`config.mk`:
```
export PLATFORM = sky130hd
export DESIGN_NAME = alu_op_sequencer
export DESIGN_NICKNAME = d
export VERILOG_FILES = /design/src/rtl/iitb_isa_pkg.sv /design/src/rtl/lowest_set_bit.sv /design/src/rtl/alu_op_sequencer.sv
export SDC_FILE = /design/constraint.sdc
export NUM_CORES = 1
export LEC_CHECK = 0
export BUFFER_PORTS_ARGS = -buffer_cell sky130_fd_sc_hd__buf_4
export CAP_MARGIN = 5
export CORE_ASPECT_RATIO = 1.25
export CORE_MARGIN = 2
export CORE_UTILIZATION = 30
export DETAILED_ROUTE_END_ITERATION = 8
export GPL_TIMING_DRIVEN = 0
export PLACE_DENSITY = 0.56
export SYNTH_ARGS = -nofsm -noshare
export SYNTH_HDL_FRONTEND = slang
export SYNTH_SLANG_ARGS = --single-unit
```
`constraint.sdc`:
```
create_clock -name clk -period 4.9 [get_ports clk]
set_input_delay 0 -clock clk [delete_from_list [all_inputs] [get_ports clk]]
set_output_delay 0 -clock clk [all_outputs]
set_load 0.005 [all_outputs]
```
`src/rtl/iitb_isa_pkg.sv`:
```
// Shared IITB-RISC ISA constants and the ALU sequencer state type.
package iitb_isa_pkg;
  localparam logic [3:0] OP_ADD  = 4'b0000;
  localparam logic [3:0] OP_ADI  = 4'b0001;
  localparam logic [3:0] OP_NAND = 4'b0010;
  localparam logic [3:0] OP_LW   = 4'b0100;
  localparam logic [3:0] OP_SW   = 4'b0101;
  localparam logic [3:0] OP_LM   = 4'b0110;
  localparam logic [3:0] OP_SM   = 4'b0111;
  localparam logic [3:0] OP_BEQ  = 4'b1000;

  localparam logic [1:0] CZ_NONE = 2'b00;
  localparam logic [1:0] CZ_Z    = 2'b01;
  localparam logic [1:0] CZ_C    = 2'b10;
  localparam logic [1:0] CZ_ALT  = 2'b11;

  typedef enum logic [1:0] {IDLE, EXEC, HOLD} seq_state_t;
endpackage

```
`src/rtl/lowest_set_bit.sv`:
```
// Priority encoder: index of the lowest set bit of a mask, plus a non-empty flag.
module lowest_set_bit #(
  parameter int MASKW = 8
) (
  input  logic [MASKW-1:0]         i_mask,
  output logic [$clog2(MASKW)-1:0] o_idx,
  output logic                     o_any
);
  always_comb begin
    o_idx = '0;
    o_any = |i_mask;
    // Scan downward so the lowest set bit is the last to win.
    for (int i = MASKW - 1; i >= 0; i--) begin
      if (i_mask[i]) o_idx = ($clog2(MASKW))'(i);
    end
  end
endmodule

```
`src/rtl/alu_op_sequencer.sv`:
```
// Drives the shared ALU one op at a time, owns C/Z flags, expands LM/SM into address beats.
module alu_op_sequencer
  import iitb_isa_pkg::*;
#(
  parameter int DW    = 16,
  parameter int MASKW = 8
) (
  input  logic                     clk,
  input  logic                     rst,
  input  logic                     in_valid,
  output logic                     in_ready,
  input  logic [3:0]               in_opcode,
  input  logic [1:0]               in_cz,
  input  logic [DW-1:0]            in_a,
  input  logic [DW-1:0]            in_b,
  input  logic [MASKW-1:0]         in_mask,
  output logic [DW-1:0]            alu_a,
  output logic [DW-1:0]            alu_b,
  output logic [3:0]               alu_opcode,
  output logic [1:0]               alu_cz,
  output logic                     alu_c_in,
  output logic                     alu_z_in,
  input  logic [DW-1:0]            alu_result,
  input  logic                     alu_c_out,
  input  logic                     alu_z_out,
  output logic                     out_valid,
  input  logic                     out_ready,
  output logic [DW-1:0]            out_result,
  output logic                     out_wb_en,
  output logic                     out_eq,
  output logic [$clog2(MASKW)-1:0] out_reg_idx,
  output logic                     out_last,
  output logic                     c_flag,
  output logic                     z_flag
);
  localparam int IW = $clog2(MASKW);

  seq_state_t       r_state, w_nstate;
  logic             r_rdy, r_c, r_z;
  logic [3:0]       r_op;
  logic [1:0]       r_cz;
  logic [DW-1:0]    r_alu_a, r_alu_b, r_res;
  logic [MASKW-1:0] r_mask;
  logic             r_out_valid, r_wb, r_eq, r_last;
  logic [IW-1:0]    r_idx;

  logic             w_accept, w_multi, w_in_multi, w_cond, w_any;
  logic [IW-1:0]    w_lsb_idx, w_idx;
  logic [DW-1:0]    w_sum, w_res;
  logic             w_wb, w_eq, w_last, w_c, w_z;

  assign w_accept   = in_valid & r_rdy;
  assign w_multi    = (r_op == OP_LM) || (r_op == OP_SM);
  assign w_in_multi = (in_opcode == OP_LM) || (in_opcode == OP_SM);
  assign w_sum      = r_alu_a + r_alu_b;
  assign w_cond     = (r_cz == CZ_Z) ? r_z : (r_cz == CZ_C) ? r_c : 1'b0;

  lowest_set_bit #(.MASKW(MASKW)) u_lsb (
    .i_mask (r_mask),
    .o_idx  (w_lsb_idx),
    .o_any  (w_any)
  );

  always_ff @(posedge clk or negedge rst) begin
    if (!rst) r_state <= IDLE;
    else      r_state <= w_nstate;
  end

  always_comb begin
    w_nstate = r_state;
    case (r_state)
      IDLE:    if (w_accept) w_nstate = EXEC;
      EXEC:    w_nstate = HOLD;
      HOLD:    if (out_ready) w_nstate = r_last ? IDLE : EXEC;
      default: w_nstate = IDLE;
    endcase
  end

  // Beat result and flag commit, evaluated while the ALU settles in EXEC.
  always_comb begin
    w_res  = w_sum;
    w_wb   = 1'b0;
    w_eq   = 1'b0;
    w_idx  = '0;
    w_last = 1'b1;
    w_c    = r_c;
    w_z    = r_z;
    case (r_op)
      OP_ADD: begin
        w_res = alu_result; w_wb = 1'b1; w_c = alu_c_out; w_z = alu_z_out;
      end
      OP_ADI: begin
        w_res = alu_result;
        if (r_cz == CZ_NONE || r_cz == CZ_ALT || w_cond) begin
          w_wb = 1'b1; w_c = alu_c_out; w_z = alu_z_out;
        end
      end
      OP_NAND: begin
        w_res = alu_result;
        if (r_cz == CZ_NONE || (r_cz != CZ_ALT && w_cond)) begin
          w_wb = 1'b1; w_z = alu_z_out;
        end
      end
      OP_BEQ: begin
        w_res = alu_result; w_eq = alu_z_out;
      end
      OP_LM, OP_SM: begin
        // Empty mask still yields one beat: address=base, no writeback.
        w_idx  = w_lsb_idx;
        w_last = (r_mask & (r_mask - MASKW'(1))) == '0;
        w_wb   = (r_op == OP_LM) && w_any;
      end
      default: ;
    endcase
  end

  always_ff @(posedge clk or negedge rst) begin
    if (!rst) begin
      r_rdy <= 1'b0; r_op <= '0; r_cz <= '0; r_alu_a <= '0; r_alu_b <= '0;
      r_mask <= '0; r_c <= 1'b0; r_z <= 1'b0; r_out_valid <= 1'b0;
      r_res <= '0; r_wb <= 1'b0; r_eq <= 1'b0; r_idx <= '0; r_last <= 1'b0;
    end else begin
      r_rdy <= (w_nstate == IDLE);
      if (w_accept) begin
        r_op    <= in_opcode;
        r_cz    <= in_cz;
        r_alu_a <= in_a;
        r_alu_b <= w_in_multi ? '0 : in_b;
        r_mask  <= in_mask;
      end
      if (r_state == EXEC) begin
        r_out_valid <= 1'b1;
        r_res  <= w_res;  r_wb   <= w_wb;   r_eq <= w_eq;
        r_idx  <= w_idx;  r_last <= w_last;
        r_c    <= w_c;    r_z    <= w_z;
      end
      if (r_state == HOLD && out_ready) begin
        r_out_valid <= 1'b0;
        if (!r_last) begin
          r_mask  <= r_mask & (r_mask - MASKW'(1));
          r_alu_b <= r_alu_b + DW'(1);
        end
      end
    end
  end

  assign in_ready    = r_rdy;
  assign alu_a       = r_alu_a;
  assign alu_b       = r_alu_b;
  assign alu_opcode  = w_multi ? OP_LW : r_op;
  assign alu_cz      = r_cz;
  assign alu_c_in    = r_c;
  assign alu_z_in    = r_z;
  assign out_valid   = r_out_valid;
  assign out_result  = r_res;
  assign out_wb_en   = r_wb;
  assign out_eq      = r_eq;
  assign out_reg_idx = r_idx;
  assign out_last    = r_last;
  assign c_flag      = r_c;
  assign z_flag      = r_z;
endmodule
```
**Word level (Yosys, flattened, before mapping)**

Cells that the tools add are included.

- Output and inout port bits: 66
- Bits of input ports: 68
- Flip-flop bits (word level): 74
- Word-level logic and storage cells: 92

- Reductions and logical operators: 21
- Bitwise logic cells: 2
- Muxes and demuxes: 36
- Add/sub/neg operators: 3
- Equality and inequality tests: 15

Operators by type and width:

| kind | count |
|---|---|
| 16-bit two-way mux | 5 |
| 3-bit two-way mux | 9 |
| 8-bit two-way mux | 3 |
| 16-bit by 1-bit adder with 16-bit output, second input constant | 1 |
| 16-bit adder | 1 |
| 4-bit by 3-bit == test with 1-bit output, second input constant | 4 |
| 1-bit two-way mux | 12 |
| 8-bit AND | 1 |
| 8-bit logical NOT | 1 |
| 8-bit OR reduction | 1 |
| 8-bit by 1-bit subtractor with 8-bit output, second input constant | 1 |
| 2-bit == test, second input constant | 3 |
| 2-bit logical NOT | 3 |
| 2-bit != test, second input constant | 3 |
| 2-bit one-hot mux with 3 select lines | 1 |
| 1-bit logical OR | 5 |
| 2-bit by 1-bit == test with 1-bit output, second input constant | 2 |
| 4-bit by 1-bit == test with 1-bit output, second input constant | 1 |
| 4-bit by 2-bit == test with 1-bit output, second input constant | 1 |
| 4-bit == test, second input constant | 1 |
| 4-bit logical NOT | 1 |
| 2-bit two-way mux | 2 |
| 4-bit two-way mux | 1 |
| 1-bit one-hot mux with 4 select lines | 1 |
| other kinds (10) | 13 |

**Logic depth before layout (Yosys ltp)**

- Depth after elaboration: 9
- Gate-level depth with buffers: 9
- Mapped depth without buffers: 9

**Modules after synthesis**

Synthesis repeated with hierarchy kept, for this count alone.

- Cells, all modules: 457
- Area, all modules: 4314.1 sq um

By module, submodules not included:

| module | cells each | sequential area each (sq um) | times used | area an instance (sq um) |
|---|---|---|---|---|
| alu_op_sequencer | 444 | 1851.8 | 1 | 4232.8 |
| lowest_set_bit | 13 | 0.0 | 1 | 81.3 |

**Worst setup path before layout**

Ideal clock, no wire load.

- Path type: reg2reg
- From: reg r_alu_b[0], in the netlist alu_b[0]
- To: reg r_res[14], in the netlist out_result[14]
- Library setup time: 131 ps
- Setup slack: 2586 ps
- Data arrival time: 2182 ps
- Clock period less this slack: 2314 ps
- Required time: 4769 ps
- Stages on the path, launching flop included: 10
- Path buffers: 0
- Path through: dfrtp_1 -> ha_1 -> fa_1 -> a21oi_1 -> o22ai_2 -> o211ai_2 -> a31oi_4 -> a31oi_1 -> nor3_1 -> or3_1

- Word-level cells in the longest chain between the ends: 2

Ends and longest elaborated chain:

| item | line | text |
|---|---|---|
| from (decl) | alu_op_sequencer.sv:42 | `logic [DW-1:0] r_alu_a, r_alu_b, r_res;` |
| from (signal assigned) | alu_op_sequencer.sv:128 | `r_alu_b <= w_in_multi ? '0 : in_b;` |
| from (signal assigned) | alu_op_sequencer.sv:141 | `r_alu_b <= r_alu_b + DW'(1);` |
| 16-bit adder | alu_op_sequencer.sv:55 | `assign w_sum = r_alu_a + r_alu_b;` |
| 16-bit two-way mux | alu_op_sequencer.sv:88 | `case (r_op)` |
| to (signal assigned) | alu_op_sequencer.sv:133 | `r_res <= w_res; r_wb <= w_wb; r_eq <= w_eq;` |
| to (decl) | alu_op_sequencer.sv:42 |  |

No other way between the ends.
A chain may end at the register's enable or synchronous reset.

**Worst setup path in the final report**

Ends and elaborated chain as after synthesis.

==> flow_summary.json <==
{
  "finalCriticalPeriod_ns": 2.59,
  "post_cts_buffers": 0,
  "coreArea_sq_um": 13800,
  "slew_headroom": 0.348,
  "fin_skew_ns": 0.00858,
  "grt_pass1_wl_um": 22000,
  "antenna_found_initial": 0,
  "drive_gt1_frac": 0.281,
  "syn_nets": 537,
  "vias_per_cell": 5.07,
  "first_pass_iters": 5,
  "area_growth_pct": 51.3,
  "tns_ns": 0,
  "yosysWarnings": 0,
  "max_freq_mhz": 386,
  "diodes": 0,
  "grt-ovfl-total": 0,
  "maxCapViolations": 0,
  "numCtsBuffers": 9,
  "fillers": 1329,
  "synthTopCellsByArea": "dfrtp_1, ha_1, mux2_2",
  "finalCritPeriodShare": 0.528,
  "worstPathArrival_ns": 2.81,
  "yosys-top-cells-count": "dfrtp_1, nand2_1, o21ai_0, nor2_1, a21oi_1",
  "nets": 743,
  "power_density_nw_per_um2": 668,
  "syn_inst": 448,
  "ir_worst_vdd_mv": 0.238,
  "wl_um": 13800,
  "rsz0062_at_grt": "no",
  "grt_max_degree": 75,
  "syn_area_sq_um": 4250,
  "hpwl_um": 10300,
  "slew_violations": 0,
  "drtIter0Drc": 180,
  "yosysTopAreaCell": "dfrtp_1",
  "start_util": 0.308,
  "synth_edf_count": 0,
  "cts.clk_slew.worst_paths_ns": 0.06,
  "power.total_w": 0.00430,
  "ant_nets": 0,
  "cts_resized": 0,
  "synth-async-reset-ratio": 1.00,
  "grt_pass1_vias": 4140,
  "cts_sinks": 74,
  "yosysSeqAreaShare": 0.436,
  "num_io_pins": 134,
  "synth-seq-cells": 74,
  "cellLeakagePower_nw": 2.96,
  "portBuffers": 133,
  "tritoncts": "yes",
  "worst_slew_pin_slew_ns": 0.978,
  "dieWidth_um": 110,
  "crit_type": "reg -> reg",
  "synth_top_area_share": 0.436,
  "drc": 0,
  "finalSetupViolCount": 0,
  "cts_max_path_buffers": 2,
  "vias": 4232,
  "dieArea_sq_um": 15100,
  "routedWlPerCell_um": 16.5,
  "clk_latency_ns": 0.35,
  "ys_types": 59,
  "synth_most_common_cell": "dfrtp_1",
  "startpoint_type": "register",
  "fp-row-count": 48,
  "place_congestion": 0.854,
  "clockRootBuffer": "clkbuf_16",
  "htree_levels": 3,
  "hp-class": "in -> reg",
  "synth_flop_cell": "dfrtp_1",
  "final-hold-violation-count": 0,
  "syn_area_per_cell_sq_um": 9.48,
  "gr-usage-all-layers": 0.185,
  "cp-end-kind": "register",
  "die_h_um": 137,
  "required_ns": 5.13,
  "cp_max_fo": 6,
  "status": "finished, final reports clean"
}
## final timing paths
kind                                   to  slack, ns     startpoint  cells past startpoint
setup / recovery           out_result[14]       2.31       alu_b[0]                      9
hold / removal              out_result[9]      0.008  alu_result[9]                      4
min in group asynchronous        alu_a[6]       0.36            rst                      2
max in group asynchronous       r_mask[5]       3.92            rst                      2
setup reg to reg           out_result[14]       2.31       alu_b[0]                      9
hold reg to reg             out_result[6]       0.48  out_result[6]                      2
## per-layer routing
| metal | up-vias | GRT usage | routed length [um] |
|---|---|---|---|
| li1 | 2051 | - | - |
| met1 | 2016 | 0.247 | 6170 |
| met2 | 143 | 0.301 | 6600 |
| met3 | 22 | 0.0328 | 701 |
| met4 | 0 | 0.0743 | 323 |
| met5 | - | 0 | 0 |
## cell families after synthesis
group | count (synthesis) | synth area share
adder cells (fa/ha/maj) | 23 | 0.0683
multiplexers | 28 | 0.0725
AO/OA/AOI/OAI | 132 | 0.201
XOR/XNOR | 13 | 0.0268
AND/OR/NAND/NOR | 145 | 0.162
buffers and inverters | 33 | 0.0327
flip-flops | 74 | 0.436
## per-stage QoR
stage                     area [sq um]  std cells  hold slack, ns  setup WS, ns  utilization
after detailed placement          5470        756           0.220          2.29        0.396
after global placement            5470        756           0.213          2.33        0.396
final                             6430        834         0.00815          2.31        0.465
after global routing              6430        834          0.0397          2.09        0.465
after CTS                         6430        834         0.00282          2.29        0.465
after floorplan                   4250        448          -0.296          2.59            -
## timing repair
| action | 4_1_cts | 5_1_grt |
|---|---|---|
| hold buffers | 62 | 0 |
| endpoints found under the hold margin | 136 | 0 |
| endpoints found under the setup margin | 0 | 0 |
## layout make-up
type | count | area (sq um) | share of cell area
plain buffers | 24 | 105 | 0.0163
clock buffers | 9 | 225 | 0.0350
clock inverters | 7 | 118 | 0.0183
inverters | 9 | 33.8 | 0.00525
multi-input cells | 341 | 2260 | 0.351
flip-flops and latches | 74 | 1850 | 0.288
well taps | 175 | 219 | 0.0341
repair buffers | 195 | 1620 | 0.252
## cells in the final DEF, fill, tap and decap left out, types with 4 or more instances in the layout
cell           count
inv_1              9
a21oi_1           34
buf_4            135
dfrtp_1           74
clkbuf_1          13
nor2_1            36
dlygate4sd3_1     62
nand3_1            9
mux2_2            22
ha_1              20
nand4_1            5
buf_2              6
a21o_1             4
nor3_1            10
nand2_1           52
and3_1             7
and2_1             7
o211ai_1           7
xor2_1             7
xnor2_1            6
o21ai_0           39
a22o_1             7
mux2i_1            6
clkbuf_16          9
## power breakdown
group | total [W] | internal [W] | switching [W] | leakage (nW)
sequential | 0.00126 | 0.000905 | 0.000360 | 0.902
clock | 0.000773 | 0.000497 | 0.000275 | 0.169
combinational | 0.00226 | 0.00112 | 0.00114 | 1.89
total | 0.00430 | 0.00252 | 0.00177 | 2.96
## state kept, by name (all words and copies together) (netlist names), 2 cells and up
register     count
alu_cz           2
out_result      16
alu_b           16
r_state          2
r_mask           8
out_reg_idx      3
alu_a           16
r_op             4
## worst max-delay path: stages (launching register included)
cell      delay, ns
dfrtp_1        0.48
ha_1           0.26
fa_1           0.41
a21oi_1        0.23
o22ai_2        0.13
o211ai_2       0.22
a31oi_4        0.13
a31oi_1        0.24
nor3_1         0.06
or3_1          0.31
Power figures use the tool's default switching activity.
